==> config.mk <==
export PLATFORM = sky130hd
export DESIGN_NAME = bram_stream_bridge_flat
export DESIGN_NICKNAME = d
export VERILOG_FILES = /design/src/rtl/bram_stream_bridge_if.sv /design/src/rtl/bram_stream_bridge.sv /design/src/flat_wrapper.sv
export SDC_FILE = /design/constraint.sdc
export NUM_CORES = 1
export LEC_CHECK = 0
export CAP_MARGIN = 5
export CORE_ASPECT_RATIO = 0.8
export CORE_MARGIN = 3
export CORE_UTILIZATION = 45
export DETAILED_ROUTE_END_ITERATION = 12
export GPL_TIMING_DRIVEN = 0
export PLACE_DENSITY_LB_ADDON = 0.08
export SKIP_CTS_REPAIR_TIMING = 1
export SYNTH_ARGS = -nofsm -noshare
export SYNTH_HDL_FRONTEND = slang
export SYNTH_SLANG_ARGS = --single-unit
==> constraint.sdc <==
create_clock -name clock -period 3.2 [get_ports clock]
set_input_delay 0.64 -clock clock [delete_from_list [all_inputs] [get_ports clock]]
set_output_delay 0.64 -clock clock [all_outputs]
set_load 0.01 [all_outputs]
==> src/rtl/bram_stream_bridge_if.sv <==
// Valid/ready word stream shared by the bridge input and output.
// The master drives data/valid and the slave drives ready.
interface bram_stream_bridge_if #(
  parameter int DATA_W = 32
);
  logic [DATA_W-1:0] data;
  logic              valid;
  logic              ready;

  modport master (
    output data,
    output valid,
    input  ready
  );

  modport slave (
    input  data,
    input  valid,
    output ready
  );
endinterface

==> src/rtl/bram_stream_bridge.sv <==
// Stream -> input BRAM, fixed core wait, result BRAM -> stream.
// Optional BRIDGE_CHECKSUM_EN adds a running sum of drained words.
module bram_stream_bridge #(
  parameter int ADDR_W    = 10,
  parameter int DATA_W    = 32,
  parameter int BLOCK_LEN = 1024,
  parameter int WAIT_CYC  = 4
) (
  input  logic                clock,
  input  logic                resetn,
  input  logic                start,
  output logic                busy,
  output logic                done,
  bram_stream_bridge_if.slave  s_if,
  bram_stream_bridge_if.master m_if,
  output logic [ADDR_W-1:0]   a_addr,
  output logic [DATA_W-1:0]   a_din,
  output logic [DATA_W/8-1:0] a_we,
  output logic                a_en,
  output logic [ADDR_W-1:0]   b_addr,
  output logic                b_en,
`ifdef BRIDGE_CHECKSUM_EN
  output logic [DATA_W-1:0]   checksum,
`endif
  input  logic [DATA_W-1:0]   b_dout
);

  localparam int CW = ADDR_W + 1;
  localparam int WW = $clog2(WAIT_CYC + 1);
  localparam logic [CW-1:0] LEN   = CW'(BLOCK_LEN);
  localparam logic [CW-1:0] LAST  = CW'(BLOCK_LEN - 1);
  localparam logic [WW-1:0] WLOAD = WW'(WAIT_CYC);

  typedef enum logic [1:0] {
    S_IDLE,
    S_LOAD,
    S_WAIT,
    S_DRAIN
  } state_e;

  state_e state_q, state_d;

  logic [CW-1:0] wr_cnt_q, wr_cnt_d;
  logic [CW-1:0] rd_cnt_q, rd_cnt_d;
  logic [CW-1:0] out_cnt_q, out_cnt_d;
  logic [WW-1:0] wait_q, wait_d;

  logic [ADDR_W-1:0] a_addr_q, a_addr_d;
  logic [DATA_W-1:0] a_din_q, a_din_d;
  logic              a_en_q, a_en_d;
  logic              done_q, done_d;

  logic                   inflight_q, inflight_d;
  logic [1:0][DATA_W-1:0] fifo_q, fifo_d;
  logic                   wr_ptr_q, wr_ptr_d;
  logic                   rd_ptr_q, rd_ptr_d;
  logic [1:0]             cnt_q, cnt_d;

  logic        push;
  logic        pop;
  logic        issue;
  logic [2:0]  occ;
  logic [DATA_W-1:0] head;

  assign head = fifo_q[rd_ptr_q];
  assign push = inflight_q;
  assign pop  = (cnt_q != 2'd0) && m_if.ready;

  // A slot freed by this cycle's pop can take the read issued now,
  // which keeps one word per cycle flowing with at most 2 in flight.
  assign occ = {1'b0, cnt_q} + {2'b0, inflight_q} - {2'b0, pop};

  assign issue = (state_q == S_DRAIN)
              && (rd_cnt_q < LEN)
              && (occ < 3'd2);

  always_comb begin
    state_d    = state_q;
    wr_cnt_d   = wr_cnt_q;
    rd_cnt_d   = rd_cnt_q;
    out_cnt_d  = out_cnt_q;
    wait_d     = wait_q;
    a_addr_d   = a_addr_q;
    a_din_d    = a_din_q;
    a_en_d     = 1'b0;
    done_d     = 1'b0;
    inflight_d = 1'b0;
    fifo_d     = fifo_q;
    wr_ptr_d   = wr_ptr_q;
    rd_ptr_d   = rd_ptr_q;
    cnt_d      = cnt_q;

    unique case (state_q)
      S_IDLE: begin
        if (start) begin
          state_d   = S_LOAD;
          wr_cnt_d  = '0;
          rd_cnt_d  = '0;
          out_cnt_d = '0;
        end
      end
      S_LOAD: begin
        if (s_if.valid) begin
          a_en_d   = 1'b1;
          a_addr_d = wr_cnt_q[ADDR_W-1:0];
          a_din_d  = s_if.data;
          wr_cnt_d = wr_cnt_q + CW'(1);
          if (wr_cnt_q == LAST) begin
            state_d = S_WAIT;
            wait_d  = WLOAD;
          end
        end
      end
      S_WAIT: begin
        wait_d = wait_q - WW'(1);
        if (wait_q == WW'(1)) begin
          state_d = S_DRAIN;
        end
      end
      S_DRAIN: begin
        if (pop && (out_cnt_q == LAST)) begin
          state_d = S_IDLE;
          done_d  = 1'b1;
        end
      end
      default: state_d = S_IDLE;
    endcase

    if (issue) begin
      rd_cnt_d   = rd_cnt_q + CW'(1);
      inflight_d = 1'b1;
    end

    if (push) begin
      fifo_d[wr_ptr_q] = b_dout;
      wr_ptr_d         = ~wr_ptr_q;
    end

    if (pop) begin
      out_cnt_d = out_cnt_q + CW'(1);
      rd_ptr_d  = ~rd_ptr_q;
    end

    cnt_d = cnt_q + {1'b0, push} - {1'b0, pop};
  end

  always_ff @(posedge clock or negedge resetn) begin
    if (!resetn) begin
      state_q    <= S_IDLE;
      wr_cnt_q   <= '0;
      rd_cnt_q   <= '0;
      out_cnt_q  <= '0;
      wait_q     <= '0;
      a_addr_q   <= '0;
      a_din_q    <= '0;
      a_en_q     <= 1'b0;
      done_q     <= 1'b0;
      inflight_q <= 1'b0;
      fifo_q     <= '0;
      wr_ptr_q   <= 1'b0;
      rd_ptr_q   <= 1'b0;
      cnt_q      <= '0;
    end else begin
      state_q    <= state_d;
      wr_cnt_q   <= wr_cnt_d;
      rd_cnt_q   <= rd_cnt_d;
      out_cnt_q  <= out_cnt_d;
      wait_q     <= wait_d;
      a_addr_q   <= a_addr_d;
      a_din_q    <= a_din_d;
      a_en_q     <= a_en_d;
      done_q     <= done_d;
      inflight_q <= inflight_d;
      fifo_q     <= fifo_d;
      wr_ptr_q   <= wr_ptr_d;
      rd_ptr_q   <= rd_ptr_d;
      cnt_q      <= cnt_d;
    end
  end

`ifdef BRIDGE_CHECKSUM_EN
  logic [DATA_W-1:0] cks_q, cks_d;

  always_comb begin
    cks_d = cks_q;
    if ((state_q == S_IDLE) && start) begin
      cks_d = '0;
    end else if (pop) begin
      cks_d = cks_q + head;
    end
  end

  always_ff @(posedge clock or negedge resetn) begin
    if (!resetn) begin
      cks_q <= '0;
    end else begin
      cks_q <= cks_d;
    end
  end

  assign checksum = cks_q;
`endif

  assign busy       = (state_q != S_IDLE);
  assign done       = done_q;
  assign s_if.ready = (state_q == S_LOAD);
  assign m_if.valid = (cnt_q != 2'd0);
  assign m_if.data  = head;
  assign a_addr     = a_addr_q;
  assign a_din      = a_din_q;
  assign a_en       = a_en_q;
  assign a_we       = {(DATA_W/8){a_en_q}};
  assign b_en       = issue;
  assign b_addr     = rd_cnt_q[ADDR_W-1:0];

endmodule
==> src/flat_wrapper.sv <==
// flat-port wrapper written by rule: the top's interface ports become plain ports
module bram_stream_bridge_flat 
#(
  parameter int ADDR_W    = 10,
  parameter int DATA_W    = 32,
  parameter int BLOCK_LEN = 1024,
  parameter int WAIT_CYC  = 4
)
  (clock, resetn, start, busy, done, a_addr, a_din, a_we, a_en, b_addr, b_en, b_dout, s_if_data, s_if_valid, s_if_ready, m_if_data, m_if_valid, m_if_ready);
  bram_stream_bridge_if #(.DATA_W(DATA_W)) s_if_i ();
  bram_stream_bridge_if #(.DATA_W(DATA_W)) m_if_i ();
  input  logic clock;
  input  logic resetn;
  input  logic start;
  output logic busy;
  output logic done;
  output logic [ADDR_W-1:0] a_addr;
  output logic [DATA_W-1:0] a_din;
  output logic [DATA_W/8-1:0] a_we;
  output logic a_en;
  output logic [ADDR_W-1:0] b_addr;
  output logic b_en;
  input  logic [DATA_W-1:0] b_dout;
  input wire logic [$bits(s_if_i.data)-1:0] s_if_data;
  input wire logic [$bits(s_if_i.valid)-1:0] s_if_valid;
  output wire logic [$bits(s_if_i.ready)-1:0] s_if_ready;
  output wire logic [$bits(m_if_i.data)-1:0] m_if_data;
  output wire logic [$bits(m_if_i.valid)-1:0] m_if_valid;
  input wire logic [$bits(m_if_i.ready)-1:0] m_if_ready;
  assign s_if_i.data = s_if_data;
  assign s_if_i.valid = s_if_valid;
  assign s_if_ready = s_if_i.ready;
  assign m_if_data = m_if_i.data;
  assign m_if_valid = m_if_i.valid;
  assign m_if_i.ready = m_if_ready;
  bram_stream_bridge #(.ADDR_W(ADDR_W), .DATA_W(DATA_W), .BLOCK_LEN(BLOCK_LEN), .WAIT_CYC(WAIT_CYC)) u_core (.clock(clock), .resetn(resetn), .start(start), .busy(busy), .done(done), .s_if(s_if_i), .m_if(m_if_i), .a_addr(a_addr), .a_din(a_din), .a_we(a_we), .a_en(a_en), .b_addr(b_addr), .b_en(b_en), .b_dout(b_dout));
endmodule
# After elaboration in Yosys (flattened, before gate mapping)
# Cells that the tools add are included.
# word_totals
ff_bits,151
latch_bits,0
ramBits,0
romBits,0
output_inout_bits,94
wordCells,86
n_memories,0
# classes
addsub,8
n_mul,0
div,0
n_lt_le_gt_ge,5
n_eq_ne,11
shifts,0
mux,25
bitwise,2
reduce_logical,20
# ops
operator,n
32-bit two-way mux,3
64-bit bitwise mux,1
11-bit two-way mux,5
"11-bit by 1-bit adder with 11-bit output, second input constant",3
32-bit demux with 1-bit select,1
"11-bit by 10-bit equality test with 1-bit output, second input constant",2
11-bit one-hot mux with 2 select lines,1
2-bit nonzero test,8
"11-bit less-than comparator, second input constant",1
2-bit two-way mux,5
2-bit one-hot mux with 4 select lines,1
3-bit two-way mux,2
"2-bit inequality test, second input constant",3
3-bit one-hot mux with 2 select lines,1
2-bit AND reduction,3
3-bit AND reduction,2
1-bit logical AND,5
1-bit two-way mux,5
5-bit AND reduction,1
"2-bit equality test, second input constant",2
"1-bit by 2-bit less-than comparator with 1-bit output, second input constant",2
"2-bit by 1-bit inequality test with 1-bit output, second input constant",2
2-bit by 1-bit adder with 3-bit output,1
"3-bit by 1-bit equality test with 1-bit output, second input constant",1
other kinds (9),10

# Depth between registers and ports, before layout
# depth
ltp_word,7
mapped_depth,12
mapped_depth_nobuf,11

# Worst setup path after synthesis
# No wires, ideal clock.
# synth_path
path_type,input port to output port
startpoint,in m_if_ready
endpoint,out b_en
t_arrival_ns,2.554
t_required_ns,2.560
setup_slack_ns,0.006
cell_stages,10
path_buffers,1
path_cell_list,o21ai_1 -> inv_2 -> ha_1 -> inv_1 -> ha_1 -> inv_1 -> fa_1 -> nand3b_1 -> nor2_1 -> buf_2
# synth_via
elab_chain_len,4
# synth_rtl
item,line,source
start: declaration,flat_wrapper.sv:29,input wire logic [$bits(m_if_i.ready)-1:0] m_if_ready;
1-bit logical AND,bram_stream_bridge.sv:67,assign pop = (cnt_q != 2'd0) && m_if.ready;
named net u_core.pop,bram_stream_bridge.sv:60,logic pop;
3-bit by 1-bit subtractor with 3-bit output,bram_stream_bridge.sv:71,"assign occ = {1'b0, cnt_q} + {2'b0, inflight_q} - {2'b0, pop};"
3-bit by 2-bit less-than comparator with 1-bit output,bram_stream_bridge.sv:75,&& (occ < 3'd2);
1-bit logical AND,bram_stream_bridge.sv:75,
end: declaration,flat_wrapper.sv:22,output logic b_en;
# The timed path passes the listed nets, and every way through them passes these cells.

# Worst setup path after layout
# layout_path
startpoint,reg u_core.cnt_q[0]
endpoint,out b_en
# layout_via
elab_chain_len,5
# layout_rtl
item,line,source
start: declaration,bram_stream_bridge.sv:57,"logic [1:0] cnt_q, cnt_d;"
start signal: assignment,bram_stream_bridge.sv:177,cnt_q <= cnt_d;
2-bit nonzero test,bram_stream_bridge.sv:67,
1-bit logical AND,bram_stream_bridge.sv:67,
named net u_core.pop,bram_stream_bridge.sv:60,
3-bit by 1-bit subtractor with 3-bit output,bram_stream_bridge.sv:71,
3-bit by 2-bit less-than comparator with 1-bit output,bram_stream_bridge.sv:75,
1-bit logical AND,bram_stream_bridge.sv:75,
# The timed path passes the listed nets, and every way through them passes these cells.

==> flow_summary.ini <==
[final_layout]
multi_input_area_sq_mm = 0.00286
diodes = 0
fin_util_pct = 64.9
post_route_cells_drive_above_1_share_pct = 31.5
seqCellArea_sq_mm = 0.00378
fin_nets = 801
fillers = 1085
area_delta_synth_final_pct = 38.2

[grt]
grt_max_degree = 91
grt_pass1_wl_mm = 24.6
grt-ovfl-total = 0
track_usage_pct = 18.7
grt_pass1_vias = 4968
grt_antenna_before_repair = 0

[floorplan]
start_util_pct = 47.0
die_h_um = 116
core_sq_mm = 0.0146
dieArea_sq_mm = 0.0168
die_x_um = 144
io_pins = 163
rows = 39

[clock_tree]
clockRootBuffer = clkbuf_16
cts_htree_levels = 4
cts_buffers = 17
cts_sinks = 151
clock_path_buffers = 2
clk_pin_slew_ns = 0.06
clock_latency_ns = 0.41
cts_tree = built

[sta]
rsz0062_at_grt = true
setup_viol = 1
fmax_mhz = 304
hold_slack_ns = 0.205
final.setup.tns_ns = -0.0890
slew_headroom_pct = 53.8
slew_violations = 0
period_share_pct = 103
worstMarginPinSlew_ns = 0.687
skew_ns = 0.00712
final_hold_viol_count = 0
setup_ws_ns = -0.0890
post-route-min-period_ns = 3.29

[status]
status = finished with violations
violations = negative setup slack

[worst_setup_path]
critPathCaptureType = output pin
cp-start-kind = register
crit_required_ns = 2.56
critical_path_arrival_ns = 2.65
cp_max_fo = 5
worstSetupPathType = reg -> out

[pwr]
irDropWorstVdd_mv = 0.341
p_leak_nw = 4.21
finalPower_mw = 5.63
p_per_area_mw_per_mm2 = 594

[synthesis]
synth_ff_type = dfrtp_1
synth-edff-count = 0
post_synth.cell_area_avg_sq_um = 13.0
netlist_area_sq_mm = 0.00685
synthDistinctLibCells = 53
yosysWarnings = 0
ys_ff_latch = 151
ys_seq_area_share_pct = 55.1
synthCells = 527
synthArstFlopShare_pct = 100
synth_fp_nets = 608

[detailed_routing]
antenna_left = 0
detail_route.drc_violations = 0
vias = 4787
vias_per_cell = 5.23
drt-total-wl_mm = 15.3
first_pass_iters = 4
routedWlPerCell_um = 16.7
drt-initial-drc-count = 234

[flow_run]
drv_cap = 0

[placement]
port_buffers = 161
dpl.hpwl_mm = 11.1
gp_congestion = 0.789

[hold_path]
hold_path.class = in -> async
path summary, 6_finish.rpt:
check | from | endpoint | slack [ns] | depth (start not counted)
min | resetn | u_core.a_addr[0] | 0.20 | 1
min in group clock | u_core.rd_cnt_q[10] | u_core.rd_cnt_q[10] | 0.49 | 1
max in group asynchronous | resetn | u_core.fifo_q[1] | 2.16 | 2
min reg2reg | u_core.rd_cnt_q[10] | u_core.rd_cnt_q[10] | 0.49 | 1
max | u_core.cnt_q[0] | b_en | -0.09 | 11
max reg2reg | u_core.cnt_q[0] | u_core.rd_cnt_q[8] | 0.12 | 12
where the power goes:
part | switching (mW) | internal [mW] | leakage, nW
Combinational | 0.622 | 0.805 | 2.02
Sequential | 0.152 | 2.09 | 1.91
Clock | 0.737 | 1.22 | 0.282
Total | 1.51 | 4.11 | 4.21
cell families (layout without fill, tap and decap cells):
kind of cell | Yosys count | count (layout) | share of synthesized area, %
muxes | 152 | 152 | 24.8
AOI/OAI and AO/OA | 53 | 53 | 4.80
xor gates and xnor gates | 7 | 7 | 0.895
adders and majority gates | 12 | 12 | 2.30
and+or+nand+nor | 102 | 102 | 8.02
DFF | 151 | 151 | 55.1
buffers and inverters | 50 | 254 | 4.07
metal layers:
layer / global-route usage [%] / vias up / wire, um / part of all wire, %
met5: 0 / - / 0 / 0
met3: 5.61 / 9 / 1060 / 6.9
met2: 30.0 / 143 / 7220 / 47
met1: 25.1 / 2373 / 6870 / 45
met4: 4.96 / 0 / 111 / 0.73
li1: - / 2262 / - / -
synth_stat cells, drive strengths merged, types with 5 or more instances:
master  number  share of area, %
dfrtp      151                55
mux2       140                23
buf         29               2.8
nand2       26               1.4
o21ai       26               1.9
nand3       14               1.1
nor2        14              0.77
inv         13              0.71
mux2i       12               1.8
a21oi       11              0.80
ha          11               2.0
nand4        9              0.82
clkbuf       7              0.55
xor2         6              0.77
nor3         5              0.37
flip-flops by register name, summed over array words and instances, names as in the netlist:
register,cells
u_core.state_q,2
u_core.rd_ptr_q,1
u_core.cnt_q,2
u_core.fifo_q,64
u_core.a_en,1
u_core.done,1
u_core.wait_q,3
u_core.wr_ptr_q,1
u_core.a_addr,10
u_core.a_din,32
u_core.inflight_q,1
u_core.out_cnt_q,11
u_core.wr_cnt_q,11
u_core.rd_cnt_q,11
cells in the final DEF (no fill, tap or decap), drive strengths merged, types with 2 or more instances in the layout:
cell type        n
nor3             5
nand2b           3
bufinv           2
a32oi            2
or4              2
nand3b           2
nor2            14
nand3           14
and2             4
o31ai            4
and3             3
a21o             2
ha              11
nand2           26
clkdlybuf4s50  158
nand4            9
buf             44
or3              3
mux2           140
xor2             6
inv             14
and4             4
dfrtp          151
or2              2
a22o             2
mux2i           12
clkinv           3
nor2b            2
o21ai           26
clkinvlp         2
a21oi           11
clkbuf          30
a31oi            2
nor4             4
area by class of cell:
type / instances / share of cell area, %
repair buffers: 174 / 18.3
plain buffers: 36 / 2.46
flip-flops and latches: 151 / 39.9
clock inverters: 7 / 0.991
inverters: 14 / 0.581
multi-input cells: 326 / 30.2
well taps: 184 / 2.43
clock buffers: 23 / 5.15
stage by stage:
step	setup WS [ns]	cells	area, sq um
finish	-0.0890	915	9470
global route	-0.181	915	9470
CTS	-1.40	903	9300
detailed placement	-1.38	873	8720
global placement	-4.50	872	8690
floorplan	0.00565	527	6850
worst max-delay path, cell delays in order, from the launching register on:
cell      delay [ns]
dfrtp_2         0.44
o21ai_4         0.21
inv_4           0.07
ha_4            0.21
inv_2           0.06
ha_4            0.12
inv_2           0.03
fa_1            0.52
nand3b_1        0.16
nor2_4          0.18
buf_6           0.13
buf_6           0.10
No activity file was read; power rests on OpenSTA's default activity.
